===== src/rtl/alu_op_control_sequencer.sv =====
// Control-step sequencer for fetch plus a 3-register ALU instruction (T0..T5, read wait TW).
// Optional single-step build: define STEP_MODE_EN to add i_step and gate every non-IDLE transition.
module alu_op_control_sequencer #(
    parameter int DATA_W     = 32,
    parameter int OPC_W      = 5,
    parameter int RIDX_W     = 4,
    parameter int RD_TIMEOUT = 15
) (
    input  logic                      i_clock,
    input  logic                      i_clearN,
    input  logic                      i_run,
    input  logic                      i_memReady,
`ifdef STEP_MODE_EN
    input  logic                      i_step,
`endif
    input  logic [DATA_W-1:0]         i_ir,
    output logic                      o_pcOut,
    output logic                      o_zlowOut,
    output logic                      o_mdrOut,
    output logic                      o_marIn,
    output logic                      o_zIn,
    output logic                      o_pcIn,
    output logic                      o_mdrIn,
    output logic                      o_irIn,
    output logic                      o_yIn,
    output logic                      o_incPc,
    output logic                      o_read,
    output logic [(2**RIDX_W)-1:0]    o_rOut,
    output logic [(2**RIDX_W)-1:0]    o_rIn,
    output logic [1:0]                o_aluOp,
    output logic                      o_busy,
    output logic                      o_done,
    output logic                      o_illegal,
    output logic                      o_fault
);

    localparam int NUM_REGS = 2**RIDX_W;

    localparam logic [2:0] IDLE = 3'd0;
    localparam logic [2:0] T0   = 3'd1;
    localparam logic [2:0] T1   = 3'd2;
    localparam logic [2:0] TW   = 3'd3;
    localparam logic [2:0] T2   = 3'd4;
    localparam logic [2:0] T3   = 3'd5;
    localparam logic [2:0] T4   = 3'd6;
    localparam logic [2:0] T5   = 3'd7;

    logic [2:0]          r_state;
    logic [2:0]          w_nextState;
    logic [7:0]          r_count;
    logic [1:0]          r_aluOp;
    logic [RIDX_W-1:0]   r_ra;
    logic [RIDX_W-1:0]   r_rc;

    logic [OPC_W-1:0]    w_op;
    logic [RIDX_W-1:0]   w_ra;
    logic [RIDX_W-1:0]   w_rb;
    logic [RIDX_W-1:0]   w_rc;
    logic                w_legal;
    logic [1:0]          w_aluOp;
    logic                w_adv;
    logic                w_timeout;

`ifdef STEP_MODE_EN
    assign w_adv = i_step;
`else
    assign w_adv = 1'b1;
`endif

    assign w_op = i_ir[DATA_W-1 -: OPC_W];
    assign w_ra = i_ir[DATA_W-OPC_W-1 -: RIDX_W];
    assign w_rb = i_ir[DATA_W-OPC_W-RIDX_W-1 -: RIDX_W];
    assign w_rc = i_ir[DATA_W-OPC_W-2*RIDX_W-1 -: RIDX_W];

    generate
        if (DATA_W > OPC_W + 3*RIDX_W) begin : g_unusedBits
            logic w_unusedIr;
            assign w_unusedIr = ^i_ir[DATA_W-OPC_W-3*RIDX_W-1:0];
        end
    endgenerate

    always_comb begin
        w_legal = 1'b1;
        w_aluOp = 2'b00;
        case (w_op)
            OPC_W'(3):  w_aluOp = 2'b00;
            OPC_W'(4):  w_aluOp = 2'b01;
            OPC_W'(9):  w_aluOp = 2'b10;
            OPC_W'(10): w_aluOp = 2'b11;
            default:    w_legal = 1'b0;
        endcase
    end

    // Last permitted wait cycle: count holds the number of TW cycles already spent.
    assign w_timeout = (r_state == TW) && !i_memReady && (r_count == 8'(RD_TIMEOUT - 1));

    always_comb begin
        w_nextState = r_state;
        case (r_state)
            IDLE: if (i_run) w_nextState = T0;
            T0:   if (w_adv) w_nextState = T1;
            T1:   if (w_adv) w_nextState = i_memReady ? T2 : TW;
            TW: begin
                if (w_adv) begin
                    if (i_memReady)     w_nextState = T2;
                    else if (w_timeout) w_nextState = IDLE;
                end
            end
            T2:   if (w_adv) w_nextState = T3;
            T3:   if (w_adv) w_nextState = w_legal ? T4 : IDLE;
            T4:   if (w_adv) w_nextState = T5;
            T5:   if (w_adv) w_nextState = i_run ? T0 : IDLE;
            default: w_nextState = IDLE;
        endcase
    end

    always_ff @(posedge i_clock or negedge i_clearN) begin
        if (!i_clearN) begin
            r_state <= IDLE;
            r_count <= '0;
            r_aluOp <= '0;
            r_ra    <= '0;
            r_rc    <= '0;
        end else begin
            r_state <= w_nextState;
            if (r_state == T1)
                r_count <= '0;
            else if (r_state == TW && w_adv)
                r_count <= r_count + 8'd1;
            if (r_state == T3 && w_adv) begin
                r_aluOp <= w_aluOp;
                r_ra    <= w_ra;
                r_rc    <= w_rc;
            end
        end
    end

    always_comb begin
        o_pcOut   = 1'b0;
        o_zlowOut = 1'b0;
        o_mdrOut  = 1'b0;
        o_marIn   = 1'b0;
        o_zIn     = 1'b0;
        o_pcIn    = 1'b0;
        o_mdrIn   = 1'b0;
        o_irIn    = 1'b0;
        o_yIn     = 1'b0;
        o_incPc   = 1'b0;
        o_read    = 1'b0;
        o_rOut    = '0;
        o_rIn     = '0;
        o_aluOp   = 2'b00;
        o_done    = 1'b0;
        o_illegal = 1'b0;
        o_fault   = 1'b0;
        o_busy    = (r_state != IDLE);
        case (r_state)
            T0: begin
                o_pcOut = 1'b1;
                o_marIn = 1'b1;
                o_incPc = 1'b1;
                o_zIn   = 1'b1;
            end
            T1: begin
                o_zlowOut = 1'b1;
                o_pcIn    = 1'b1;
                o_read    = 1'b1;
                o_mdrIn   = 1'b1;
            end
            TW: begin
                o_read  = 1'b1;
                o_mdrIn = 1'b1;
                o_fault = w_timeout && w_adv;
            end
            T2: begin
                o_mdrOut = 1'b1;
                o_irIn   = 1'b1;
            end
            T3: begin
                if (w_legal) begin
                    o_rOut = NUM_REGS'(1) << w_rb;
                    o_yIn  = 1'b1;
                end else begin
                    o_illegal = 1'b1;
                end
            end
            T4: begin
                o_rOut  = NUM_REGS'(1) << r_rc;
                o_zIn   = 1'b1;
                o_aluOp = r_aluOp;
            end
            T5: begin
                o_zlowOut = 1'b1;
                o_rIn     = NUM_REGS'(1) << r_ra;
                o_done    = 1'b1;
            end
            default: ;
        endcase
    end

endmodule

===== config.mk =====
export PLATFORM = sky130hd
export DESIGN_NAME = alu_op_control_sequencer
export DESIGN_NICKNAME = d
export VERILOG_FILES = /design/src/rtl/alu_op_control_sequencer.sv
export SDC_FILE = /design/constraint.sdc
export NUM_CORES = 1
export LEC_CHECK = 0
export ABC_AREA = 1
export CAP_MARGIN = 20
export CORE_UTILIZATION = 36
export DETAILED_ROUTE_END_ITERATION = 10
export GPL_ROUTABILITY_DRIVEN = 0
export HOLD_SLACK_MARGIN = 0.15
export PLACE_DENSITY = 0.76
export SLEW_MARGIN = 10
export SYNTH_ARGS = -nofsm -noshare
export SYNTH_HDL_FRONTEND = slang
export SYNTH_SLANG_ARGS = --single-unit

===== constraint.sdc =====
create_clock -name i_clock -period 1.2 [get_ports i_clock]
set_input_delay 0.12 -clock i_clock [delete_from_list [all_inputs] [get_ports i_clock]]
set_output_delay 0.12 -clock i_clock [all_outputs]
set_load 0.02 [all_outputs]

==> results.json <==
{
  "dp_hpwl_mm": 3.85,
  "vias": 2769,
  "clk_latency_ns": 0.28,
  "die_height_um": 70.2,
  "r2r_start": "r_state[2]$_DFFE_PN0P_",
  "port_buffers": 69,
  "ir_drop_mv": 1.46,
  "fin_crit_ns": 1.90,
  "syn_avg_cell_area_um2": 6.11,
  "drt_first_pass_iters": 5,
  "fin_nets": 465,
  "arrival_ns": 1.78,
  "cp_max_fo": 2,
  "violations": "setup timing",
  "rsz0062_at_grt": "yes",
  "hp-class": "primary input to asynchronous set/reset pin",
  "diodes": 0,
  "synth_enable_flop_cells": 0,
  "synthArstFlopShare": 1.00,
  "leakage_nw": 1.83,
  "hold_violations": 0,
  "initial_core_util": 0.380,
  "cts_sinks": 21,
  "path_clk_slew_ns": 0.09,
  "floorplan.rows": 24,
  "setup.worst_path.start_class": "register",
  "crit_type": "register to primary output",
  "synth_top_flop_cell": "dfrtp_1",
  "drive_gt1_frac": 0.580,
  "multi_input_area_mm2": 0.00152,
  "maxClockFrequency_mhz": 525,
  "wl_per_cell_um": 20.2,
  "drv_slew": 0,
  "worstPathRequired_ns": 1.08,
  "core_area_mm2": 0.00441,
  "worst_pin_slew_ns": 0.349,
  "routed_wl_mm": 9.68,
  "status": "finished with violations",
  "synth_nets": 312,
  "antenna_found_initial": 0,
  "grt_pass1_wl_mm": 11.4,
  "stdcell_count": 478,
  "fin_setup_tns_ns": -29.81,
  "layout_setup_ws_ns": -0.705,
  "placed_cells": 430,
  "grt_pass1_vias": 2469,
  "ys_warn_count": 0,
  "die_w_um": 70.2,
  "synthCells": 274,
  "fill_cells": 198,
  "syn_to_final_growth_pct": 133,
  "clockBufferDepth": 2,
  "avgViaCountPerCell": 5.79,
  "dieArea_mm2": 0.00493,
  "synth_area_mm2": 0.00168,
  "slew_headroom": 0.766,
  "track_usage": 0.290,
  "ys_seq_area_frac": 0.314,
  "cts_max_level": 1,
  "grt_max_degree": 22,
  "seq_area_um2": 527,
  "drc": 0,
  "overflow": 0,
  "setup_viol": 70,
  "place_worst_setup_slack_ns": -0.866,
  "clock-skew-final_ns": 0.00486,
  "antenna_left": 0,
  "numCtsBuffers": 3,
  "fin_area_mm2": 0.00391,
  "synth_seq_cells": 21,
  "worstSetupStartpoint": "r_count[0]$_DFFE_PN0P_",
  "cp-end-kind": "primary output",
  "place_area_mm2": 0.00282,
  "period_share": 1.59,
  "p_per_area_mw_per_mm2": 1850,
  "yosysUniqueCellTypes": 23,
  "ios": 85,
  "maxCapViolCount": 0,
  "cts_tree": "built",
  "first_iter_violations": 380,
  "cts-root-buf": "clkbuf_8"
}
-- cell type report --
class / instances / area share
multi-input combinational: 208 / 0.389
timing repair buffer: 158 / 0.411
tap: 52 / 0.0167
inverter: 35 / 0.0362
sequential: 21 / 0.135
clock buffer: 3 / 0.0106
clock inverter: 1 / 0.00128
-- synthesized netlist by cell type (all sizes together) (2+ instances only) --
cell type / number / area share
xnor2: 2 / 0.010
nand3: 45 / 0.13
a21oi: 2 / 0.0060
dfrtp: 21 / 0.31
nand4: 3 / 0.011
inv: 35 / 0.078
nor2: 59 / 0.15
nor3: 12 / 0.043
nand2: 67 / 0.15
buf: 9 / 0.037
ha: 2 / 0.015
o21ai: 13 / 0.039
-- where the power goes --
| part | total, mW | switching (mW) | internal (mW) | leakage [nW] |
|---|---|---|---|---|
| Combinational | 5.43 | 2.94 | 2.50 | 1.54 |
| Sequential | 1.28 | 0.305 | 0.976 | 0.268 |
| Clock | 0.527 | 0.293 | 0.234 | 0.0255 |
| Total | 7.24 | 3.54 | 3.71 | 1.83 |
-- worst paths after layout --
check                                    endpoint  slack, ns  cells past startpoint
setup / recovery                          o_fault      -0.70                      7
hold / removal             r_count[2]$_DFFE_PN0P_       0.22                      2
setup reg to reg           r_count[5]$_DFFE_PN0P_      -0.42                     11
hold reg to reg            r_aluOp[1]$_DFFE_PN0P_       0.58                      2
max in group asynchronous     r_rc[1]$_DFFE_PN0P_       0.73                      2
min in group i_clock       r_aluOp[0]$_DFFE_PN0P_       0.33                      3
-- flip-flops by register name, summed over array words and instances, names as in the netlist --
register	count
r_ra	4
r_aluOp	2
r_count	8
r_rc	4
r_state	3
-- repair_timing --
action,in CTS,in global routing
setup buffers,31,21
cloned,2,0
hold buffers,0,0
endpoints found under the setup margin,68,70
pin swaps,16,38
resized for setup,357,111
-- metal layers --
metal  part of all wire  GRT usage  up-vias  routed length, um
met5                  0          0        -                  0
met3              0.087     0.0404       70                839
met4              0.058      0.109        0                559
met2               0.48      0.525      245               4680
met1               0.37      0.342     1277               3600
li1                   -          -     1177                  -
-- critical path: stages (launching register included) --
cell and delay (ns):
dfrtp_1 0.43, inv_2 0.10, ha_4 0.13, nand2_1 0.06, nor2_1 0.20, nand4_1 0.22
nor3_4 0.23, buf_6 0.14
-- cell usage in the layout (no fill, tap or decap), drive strengths merged --
cell type	instances
ha	2
a21oi	2
clkdlybuf4s15	1
or2	1
nand4	3
dlygate4sd2	4
nor2	59
dfrtp	21
a31oi	1
nand3	45
clkbuf	3
xnor2	2
nor3	12
nand3b	1
inv	35
nand2	67
clkinv	1
o21ai	13
clkdlybuf4s50	15
buf	138
-- logic make-up (layout without fill, tap and decap cells) --
family	Yosys count	in the layout	synth area share
buf+inv	45	197	0.117
flops	21	21	0.314
compound gates	16	16	0.0485
simple gates	188	188	0.495
xor+xnor	2	2	0.0105
fa+ha+maj	2	2	0.0149
-- through the flow --
stage / total power, mW / util / hold slack (ns)
2_1_floorplan: 2.76 / - / -0.176
3_3_place_gp: 4.13 / 0.638 / 0.474
3_5_place_dp: 4.20 / 0.638 / 0.474
4_1_cts: 5.60 / 0.767 / 0.214
5_1_grt: 7.49 / 0.885 / 0.227
6_report: 7.24 / 0.885 / 0.217
Note: power is estimated with default switching activity, not from simulation.
